===== config.mk =====
export PLATFORM = sky130hd
export DESIGN_NAME = gpu_host_sequencer
export DESIGN_NICKNAME = d
export VERILOG_FILES = /design/src/rtl/gpu_host_pkg.sv /design/src/rtl/gpu_host_sequencer.sv
export SDC_FILE = /design/constraint.sdc
export NUM_CORES = 1
export LEC_CHECK = 0
export ABC_AREA = 0
export CAP_MARGIN = 20
export CORE_MARGIN = 2
export CORE_UTILIZATION = 48
export DETAILED_ROUTE_END_ITERATION = 8
export GPL_TIMING_DRIVEN = 0
export PLACE_DENSITY = 0.88
export SLEW_MARGIN = 20
export SYNTH_ARGS = -nofsm -noshare
export SYNTH_HDL_FRONTEND = slang
export SYNTH_SLANG_ARGS = --single-unit

===== constraint.sdc =====
create_clock -name clk -period 5.85 [get_ports clk]
set_input_delay 1.17 -clock clk [delete_from_list [all_inputs] [get_ports clk]]
set_output_delay 1.17 -clock clk [all_outputs]
set_load 0.05 [all_outputs]

===== src/rtl/gpu_host_pkg.sv =====
// rtl/gpu_host_pkg.sv - host sequencer command ops, FSM states and GPU register map
package gpu_host_pkg;

  typedef enum logic [2:0] {
    OP_WRITE      = 3'd0,
    OP_SHADER     = 3'd1,
    OP_SHADER_IDX = 3'd2,
    OP_START      = 3'd3,
    OP_READ       = 3'd4,
    OP_WAIT       = 3'd5
  } host_op_t;

  typedef enum logic [2:0] {
    S_IDLE,
    S_WRITE,
    S_START,
    S_SETTLE,
    S_READ,
    S_POLL,
    S_RESP
  } state_t;

  localparam logic [31:0] ADDR_CONTROL      = 32'h0000_0000;
  localparam logic [31:0] ADDR_STATUS       = 32'h0000_0004;
  localparam logic [31:0] ADDR_VERTEX_BASE  = 32'h0000_0008;
  localparam logic [31:0] ADDR_VERTEX_COUNT = 32'h0000_000C;
  localparam logic [31:0] ADDR_PC           = 32'h0000_0010;
  localparam logic [31:0] ADDR_SHADER_BASE  = 32'h0000_1000;

endpackage


===== src/rtl/gpu_host_sequencer.sv =====
// rtl/gpu_host_sequencer.sv - command stream to GPU register/shader bus initiator
module gpu_host_sequencer
  import gpu_host_pkg::*;
#(
  parameter int ADDR_WIDTH    = 32,
  parameter int DATA_WIDTH    = 32,
  parameter int INSTR_DEPTH   = 256,
  parameter int SETTLE_CYCLES = 2,
  parameter int POLL_TIMEOUT  = 65535
) (
  input  logic                  clk,
  input  logic                  rst,
  input  logic                  i_cmd_valid,
  output logic                  o_cmd_ready,
  input  logic [2:0]            i_cmd_op,
  input  logic [ADDR_WIDTH-1:0] i_cmd_addr,
  input  logic [DATA_WIDTH-1:0] i_cmd_data,
  output logic                  o_bus_we,
  output logic [ADDR_WIDTH-1:0] o_bus_addr,
  output logic [DATA_WIDTH-1:0] o_bus_wdata,
  input  logic [DATA_WIDTH-1:0] i_bus_rdata,
  output logic                  o_rsp_valid,
  input  logic                  i_rsp_ready,
  output logic [DATA_WIDTH-1:0] o_rsp_data,
  output logic                  o_rsp_err
);

  localparam int IDX_W   = (INSTR_DEPTH > 1) ? $clog2(INSTR_DEPTH) : 1;
  // One counter serves both settle and poll, so size it for the larger of the two.
  localparam int CNT_MAX = (POLL_TIMEOUT > SETTLE_CYCLES) ? POLL_TIMEOUT : SETTLE_CYCLES;
  localparam int CNT_W   = (CNT_MAX > 0) ? $clog2(CNT_MAX + 1) : 1;

  state_t                state_q, state_d;
  logic                  bus_we_q, bus_we_d;
  logic [ADDR_WIDTH-1:0] bus_addr_q, bus_addr_d;
  logic [DATA_WIDTH-1:0] bus_wdata_q, bus_wdata_d;
  logic                  rsp_valid_q, rsp_valid_d;
  logic [DATA_WIDTH-1:0] rsp_data_q, rsp_data_d;
  logic                  rsp_err_q, rsp_err_d;
  logic [IDX_W-1:0]      idx_q, idx_d;
  logic [CNT_W-1:0]      cnt_q, cnt_d;

  host_op_t              cmd_op;
  logic [CNT_W-1:0]      cnt_inc;
  logic [IDX_W-1:0]      idx_next;
  logic [ADDR_WIDTH-1:0] shader_addr;

  assign cmd_op      = host_op_t'(i_cmd_op);
  assign cnt_inc     = cnt_q + CNT_W'(1);
  assign idx_next    = (idx_q == IDX_W'(INSTR_DEPTH - 1)) ? '0 : idx_q + IDX_W'(1);
  assign shader_addr = ADDR_WIDTH'(ADDR_SHADER_BASE) + (ADDR_WIDTH'(idx_q) << 2);

  always_ff @(posedge clk) begin
    if (rst) begin
      state_q     <= S_IDLE;
      bus_we_q    <= 1'b0;
      bus_addr_q  <= '0;
      bus_wdata_q <= '0;
      rsp_valid_q <= 1'b0;
      rsp_data_q  <= '0;
      rsp_err_q   <= 1'b0;
      idx_q       <= '0;
      cnt_q       <= '0;
    end else begin
      state_q     <= state_d;
      bus_we_q    <= bus_we_d;
      bus_addr_q  <= bus_addr_d;
      bus_wdata_q <= bus_wdata_d;
      rsp_valid_q <= rsp_valid_d;
      rsp_data_q  <= rsp_data_d;
      rsp_err_q   <= rsp_err_d;
      idx_q       <= idx_d;
      cnt_q       <= cnt_d;
    end
  end

  always_comb begin
    state_d     = state_q;
    bus_we_d    = 1'b0;
    bus_addr_d  = bus_addr_q;
    bus_wdata_d = bus_wdata_q;
    rsp_valid_d = rsp_valid_q;
    rsp_data_d  = rsp_data_q;
    rsp_err_d   = rsp_err_q;
    idx_d       = idx_q;
    cnt_d       = cnt_q;

    unique case (state_q)
      S_IDLE: begin
        if (i_cmd_valid) begin
          case (cmd_op)
            OP_WRITE: begin
              bus_we_d    = 1'b1;
              bus_addr_d  = i_cmd_addr;
              bus_wdata_d = i_cmd_data;
              state_d     = S_WRITE;
            end
            OP_SHADER: begin
              bus_we_d    = 1'b1;
              bus_addr_d  = shader_addr;
              bus_wdata_d = i_cmd_data;
              idx_d       = idx_next;
              state_d     = S_WRITE;
            end
            OP_SHADER_IDX: begin
              idx_d = IDX_W'(i_cmd_data % DATA_WIDTH'(INSTR_DEPTH));
            end
            OP_START: begin
              bus_we_d    = 1'b1;
              bus_addr_d  = ADDR_WIDTH'(ADDR_CONTROL);
              bus_wdata_d = DATA_WIDTH'(1);
              state_d     = S_START;
            end
            OP_READ: begin
              bus_addr_d = i_cmd_addr;
              state_d    = S_READ;
            end
            OP_WAIT: begin
              bus_addr_d = ADDR_WIDTH'(ADDR_STATUS);
              cnt_d      = '0;
              state_d    = S_POLL;
            end
            default: begin
              rsp_valid_d = 1'b1;
              rsp_data_d  = '0;
              rsp_err_d   = 1'b1;
              state_d     = S_RESP;
            end
          endcase
        end
      end
      S_WRITE: state_d = S_IDLE;
      S_START: begin
        cnt_d   = '0;
        state_d = (SETTLE_CYCLES == 0) ? S_IDLE : S_SETTLE;
      end
      S_SETTLE: begin
        cnt_d = cnt_inc;
        if (cnt_inc == CNT_W'(SETTLE_CYCLES)) begin
          cnt_d   = '0;
          state_d = S_IDLE;
        end
      end
      S_READ: begin
        rsp_valid_d = 1'b1;
        rsp_data_d  = i_bus_rdata;
        rsp_err_d   = 1'b0;
        state_d     = S_RESP;
      end
      S_POLL: begin
        cnt_d = cnt_inc;
        // cnt_inc is the number of status samples taken including this one.
        if (!i_bus_rdata[0]) begin
          rsp_valid_d = 1'b1;
          rsp_data_d  = DATA_WIDTH'(cnt_inc);
          rsp_err_d   = 1'b0;
          cnt_d       = '0;
          state_d     = S_RESP;
        end else if (cnt_inc == CNT_W'(POLL_TIMEOUT)) begin
          rsp_valid_d = 1'b1;
          rsp_data_d  = DATA_WIDTH'(POLL_TIMEOUT);
          rsp_err_d   = 1'b1;
          cnt_d       = '0;
          state_d     = S_RESP;
        end
      end
      S_RESP: begin
        if (i_rsp_ready) begin
          rsp_valid_d = 1'b0;
          state_d     = S_IDLE;
        end
      end
      default: state_d = S_IDLE;
    endcase
  end

  assign o_cmd_ready = (state_q == S_IDLE);
  assign o_bus_we    = bus_we_q;
  assign o_bus_addr  = bus_addr_q;
  assign o_bus_wdata = bus_wdata_q;
  assign o_rsp_valid = rsp_valid_q;
  assign o_rsp_data  = rsp_data_q;
  assign o_rsp_err   = rsp_err_q;

endmodule

Word-level counts from Yosys, hierarchy flattened. Index checks and enable logic that the tools add are counted.

Muxes and demuxes: 31. Add/subtract/negate cells: 3. Reductions and logical operators: 20. Eq/ne operators: 20. Bitwise logic cells: 2.

Operators by type and width (count): 2-to-1 mux 32 bit (4); case mux 32 bit (4 select lines) (1); case mux 32 bit (3 select lines) (1); 2-to-1 mux 16 bit (5); case mux 16 bit (4 select lines) (1); case mux 32 bit (2 select lines) (1); case mux 3 bit (6 select lines) (1); adder 16 x 1 -> 16 bit, second input constant (1); equality test 16 bit, second input constant (1); equality test 16 x 2 -> 1 bit, second input constant (1); case mux 8 bit (2 select lines) (1); equality test 3 bit, second input constant (5); 2-to-1 mux 3 bit (5); case mux 3 bit (5 select lines) (1); adder 13 x 10 -> 14 bit, first input constant (1); equality test 3 x 2 -> 1 bit, second input constant (4); AND reduction 3 bit (4); nonzero test 4 bit (3); != test 2 bit, second input constant (5); AND reduction 5 bit (2); adder 8 x 1 -> 8 bit, second input constant (1); equality test 8 bit, second input constant (1); 2-to-1 mux 8 bit (1); 2-to-1 mux 1 bit (7); 13 further kinds (18).

Output and inout bits: 100. Word-level logic and storage cells: 85. Bits of input ports: 103. Register bits: 126.

Longest topological paths before layout.
Depth after elaboration: 5. Mapped depth: 11. Gate-level depth less buffers: 9.

Worst setup path after synthesis. Ideal clock, no wire load.

Kind: reg-to-reg. From: register state_q[2]. To: register idx_q[0]. Arrival time: 2992 ps. Cell stages (with the launch flop): 10. Slack: 2730 ps. Setup time: 128 ps. Clock period less this slack: 3120 ps. Data required time: 5722 ps. Path buffers: 2. Cells stage by stage: dfxtp_1 > clkbuf_1 > nor3_1 > nand2_1 > or2_2 > o21ba_2 > buf_2 > o211ai_1 > o21ai_0 > nor2_1.

Word-level cells in the longest chain between the ends: 2.

Ends and longest elaborated chain: start, declared (RTL line gpu_host_sequencer.sv:33) `state_t state_q, state_d;`; start signal, assigned (RTL line gpu_host_sequencer.sv:65) `state_q <= state_d;`; logical NOT 3 bit; via o_cmd_ready (RTL line gpu_host_sequencer.sv:14) `output logic o_cmd_ready,`; AND reduction 3 bit (no source line); end signal, assigned (RTL line gpu_host_sequencer.sv:72) `idx_q <= idx_d;`; end, declared (RTL line gpu_host_sequencer.sv:40) `logic [IDX_W-1:0] idx_q, idx_d;`.

The timed path passes the listed nets, and every way through them passes these cells. A chain may end at the register's enable or synchronous reset.

Worst setup path in the final report.
From: register state_q[0]. To: output o_cmd_ready.

Word-level cells in the longest chain between the ends: 1.

Ends and longest elaborated chain: logical NOT 3 bit (RTL line gpu_host_sequencer.sv:177) `assign o_cmd_ready = (state_q == S_IDLE);`; end, declared (RTL line gpu_host_sequencer.sv:14).

No other way between the ends.

==> results by group <==
Setup path
  – CP Launch Type: flop
  – Crit-path max FO: 10
  – CP peak stage delay: 0.92 ns
  – Element type at the critical path end: output port
  – Crit-path slowest cell: clkdlybuf4s50_1
  – Setup Crit Path Kind: reg2out
  – Critical Path AT: 2.23 ns
  – CP required: about 4.7 ns
  – Worst-path cell chain: clkbuf_1 > nor3_1 > clkdlybuf4s50_1

Die
  – Die area: 12400 sq um
  – Num rows: 39
  – Die height: around 110 um
  – Width of the die: about 110 um
  – Effective utilization at floorplan: 48.9%
  – IO Pins: about 200
  – Core area: 11300 sq um

Worst hold path
  – Hold Crit Class: reg2reg

Clocking
  – Post-CTS Resized: 0
  – CTS Hold Buffers Added: 0
  – Root Buffer: clkbuf_16
  – TritonCTS clock tree: done
  – Sink Count: 126
  – Worst-path clk slew: 0.06 ns
  – Setup Fix Bufs, Post-CTS: 0
  – CTS Buf Count: 17
  – Clock buffer depth: 2
  – H-tree lvl count: 4
  – Clk Latency, worst-skew pair: 0.41 ns

Place
  – Post-DP HPWL: 13200 um
  – Placed Cells: 975
  – Routability-driven placement congestion ratio: 0.893
  – Setup WS pre-CTS: 2.37 ns
  – IO buf count: 201
  – Area post-placement: 7730 sq um

Drt
  – Detailed Routing Iterations Pass 1: 7
  – Total Wirelength: around 18000 um
  – Via density: 5.76
  – Wire per inst: between 15 and 20 um
  – DRT iter0 DRCs: 456
  – ANT nets after route: 0
  – DRC Markers: 0
  – Vias: 5800

Global routing
  – Vias in the first global route: just under 6000
  – Pin count of the biggest net entering global routing: 17
  – First-pass GRT wire length: 29100 um
  – Initial antenna violation count: 0
  – GR Util All Layers: between 20% and 30%
  – GR Util met2: 47.6%
  – Busiest grt layer: met2
  – Met3 Use GR: 9.47%
  – Remaining Overflow, GRT: 0
  – GR met1 Demand/Resource: 35.8%

Timing
  – Slew Limit Fails: 0
  – Slew @ Worst Pin: between 0.6 and 0.7 ns
  – Fin Setup TNS: 0 ns
  – Final worst setup slack: 2.45 ns
  – Setup-failing EPs final: 0
  – Final Cycle Share: 58.2%
  – Max Freq: about 290 MHz
  – RSZ-0062 raised after global routing: no
  – Fin Clk Skew: approximately 0.0086 ns
  – Final hold violations: 0
  – Hold Slack: 0.450 ns
  – Relative slew slack: a little under three fifths
  – Final min period: 3.40 ns

Layout
  – Final nets: ~960
  – ANT cells: 0
  – P&R area growth vs syn: 50.4%
  – Share of layout cells above drive strength 1: 7.41%
  – Design area: approximately 8300 sq um
  – Non-Filler Instances: 1007
  – Utilization after layout: 73.6%

Synth
  – Area contributors post-synth: dfxtp_1 (46%), a22o_1 (8.2%), a21oi_1 (4.6%), nor2_1 (4.1%), nand2_1 (3.7%)
  – Synth warn: 0
  – Fraction of registers with async set/reset: 0%
  – Yosys reg bits: 126
  – Main flop type after synthesis: dfxtp_1
  – Syn Area/Cell: around 9 sq um
  – Register area share after synthesis: 45.5%
  – Net Count, Synth: 739
  – Synth unique cells: between 50 and 60
  – Cell count after synthesis: about 630
  – Yosys top cell by area: dfxtp_1
  – Post-synth EDFFs: 0
  – Top-area cell type share of the netlist area: 45.5%
  – Syn Std Cell Area: about 5500 sq um

Power
  – Leak Pwr: 3.08 nW
  – Internal cell power: 1.86 mW
  – Maximum vdd drop: 0.226 mV
  – Sw power: slightly above 0.9 mW
  – Total power: 2.79 mW
  – Cell Pwr Density: 335 nW/um^2
  – Sequential fraction of design power: 34.7%
  – Comb pwr share: 27.2%
  – Sw frac: about a third
  – Clock power share: 38.1%

Outcome
  – Status: finished clean

Run
  – Max Cap Viol: 0
[layer usage]
| layer | share of wire [%] | vias to the layer above |
|---|---|---|
| li1 | - | 2756 |
| met1 | 41 | 2728 |
| met2 | 47 | 276 |
| met3 | 8.7 | 40 |
| met4 | 2.8 | 0 |
| met5 | 0 | - |
[flip-flops by register name (all words and copies together), names as in the netlist]
signal and flops:
idx_q 8, o_rsp_valid 1, o_bus_wdata 32, o_bus_addr 32, cnt_q 16, o_rsp_err 1
o_bus_we 1, state_q 3, o_rsp_data 32
[layout by cell type (no fill, tap or decap), types with 6 or more instances in the layout]
master           netlist  layout
o21ai_0               15      15
nor3_1                23      23
a21o_1                11      11
a221oi_1               8       8
buf_4                  8       8
nand3b_1               9       9
clkdlybuf4s50_1        0     201
a21oi_1               51      51
nor2_1                60      60
dfxtp_1              126     126
nand2b_1              13      13
inv_1                  6       6
o31ai_1                9       9
nand2_1               54      54
a211oi_1              10      10
clkbuf_1              36      37
clkbuf_16              0      17
o22ai_1                9       9
a22o_1                52      52
or3_1                  6       6
nand3_1               40      40
[power by group through the flow]
stage / clock network (mW) / logic [mW] / registers (mW)
after CTS: 1.07 / 0.756 / 0.968
final: 1.06 / 0.759 / 0.970
after detailed placement: 0 / 0.748 / 0.985
after global routing: 1.11 / 0.809 / 0.976
after global placement: 0 / 0.736 / 0.982
after floorplan: 0 / 0.265 / 1.18
[critical path: cells and delay by family (launching register included)]
family | cells | cell delay (ns)
DFF | 1 | 0.29
and+or+nand+nor | 1 | 0.39
buffers and inverters | 2 | 1.13
[final timing paths]
kind / start / to / slack [ns] / cells past startpoint
max: state_q[0]$_SDFFE_PP0P_ / o_cmd_ready / 2.45 / 3
min: o_bus_addr[22]$_SDFFE_PP0P_ / o_bus_addr[22]$_SDFFE_PP0P_ / 0.45 / 2
max reg2reg: cnt_q[0]$_SDFFE_PP0P_ / cnt_q[8]$_SDFFE_PP0P_ / 2.54 / 11
min reg2reg: o_bus_addr[22]$_SDFFE_PP0P_ / o_bus_addr[22]$_SDFFE_PP0P_ / 0.45 / 2
[area by class of cell]
type	instances	area [sq um]
buffer	52	239
clock buffer	21	470
clock inverter	11	133
fill	853	2990
inverter	6	22.5
multi-input combinational	447	2760
sequential	126	2520
tap	143	179
timing repair buffer	201	2010
[synthesized netlist by cell type, drive strengths merged (6+ instances only)]
| library cell | instances |
|---|---|
| a22o | 52 |
| xor2 | 6 |
| a21o | 11 |
| nor3 | 23 |
| nand3b | 9 |
| a21oi | 51 |
| buf | 16 |
| nand2b | 13 |
| clkbuf | 36 |
| or3 | 6 |
| o22ai | 9 |
| inv | 6 |
| nand4 | 7 |
| a221oi | 8 |
| a211oi | 10 |
| dfxtp | 126 |
| nor2 | 62 |
| nand2 | 54 |
| o21ai | 15 |
| o31ai | 9 |
| nand3 | 41 |
[cells by family after synthesis]
kind of cell,Yosys count,synth area share [%]
flops,126,45.5
buf+inv,58,4.72
compound gates,194,25.3
fa+ha+maj,5,1.13
simple gates,235,21.1
mux,2,0.361
xor+xnor,11,1.87
Note: power is estimated with default switching activity, not from simulation.
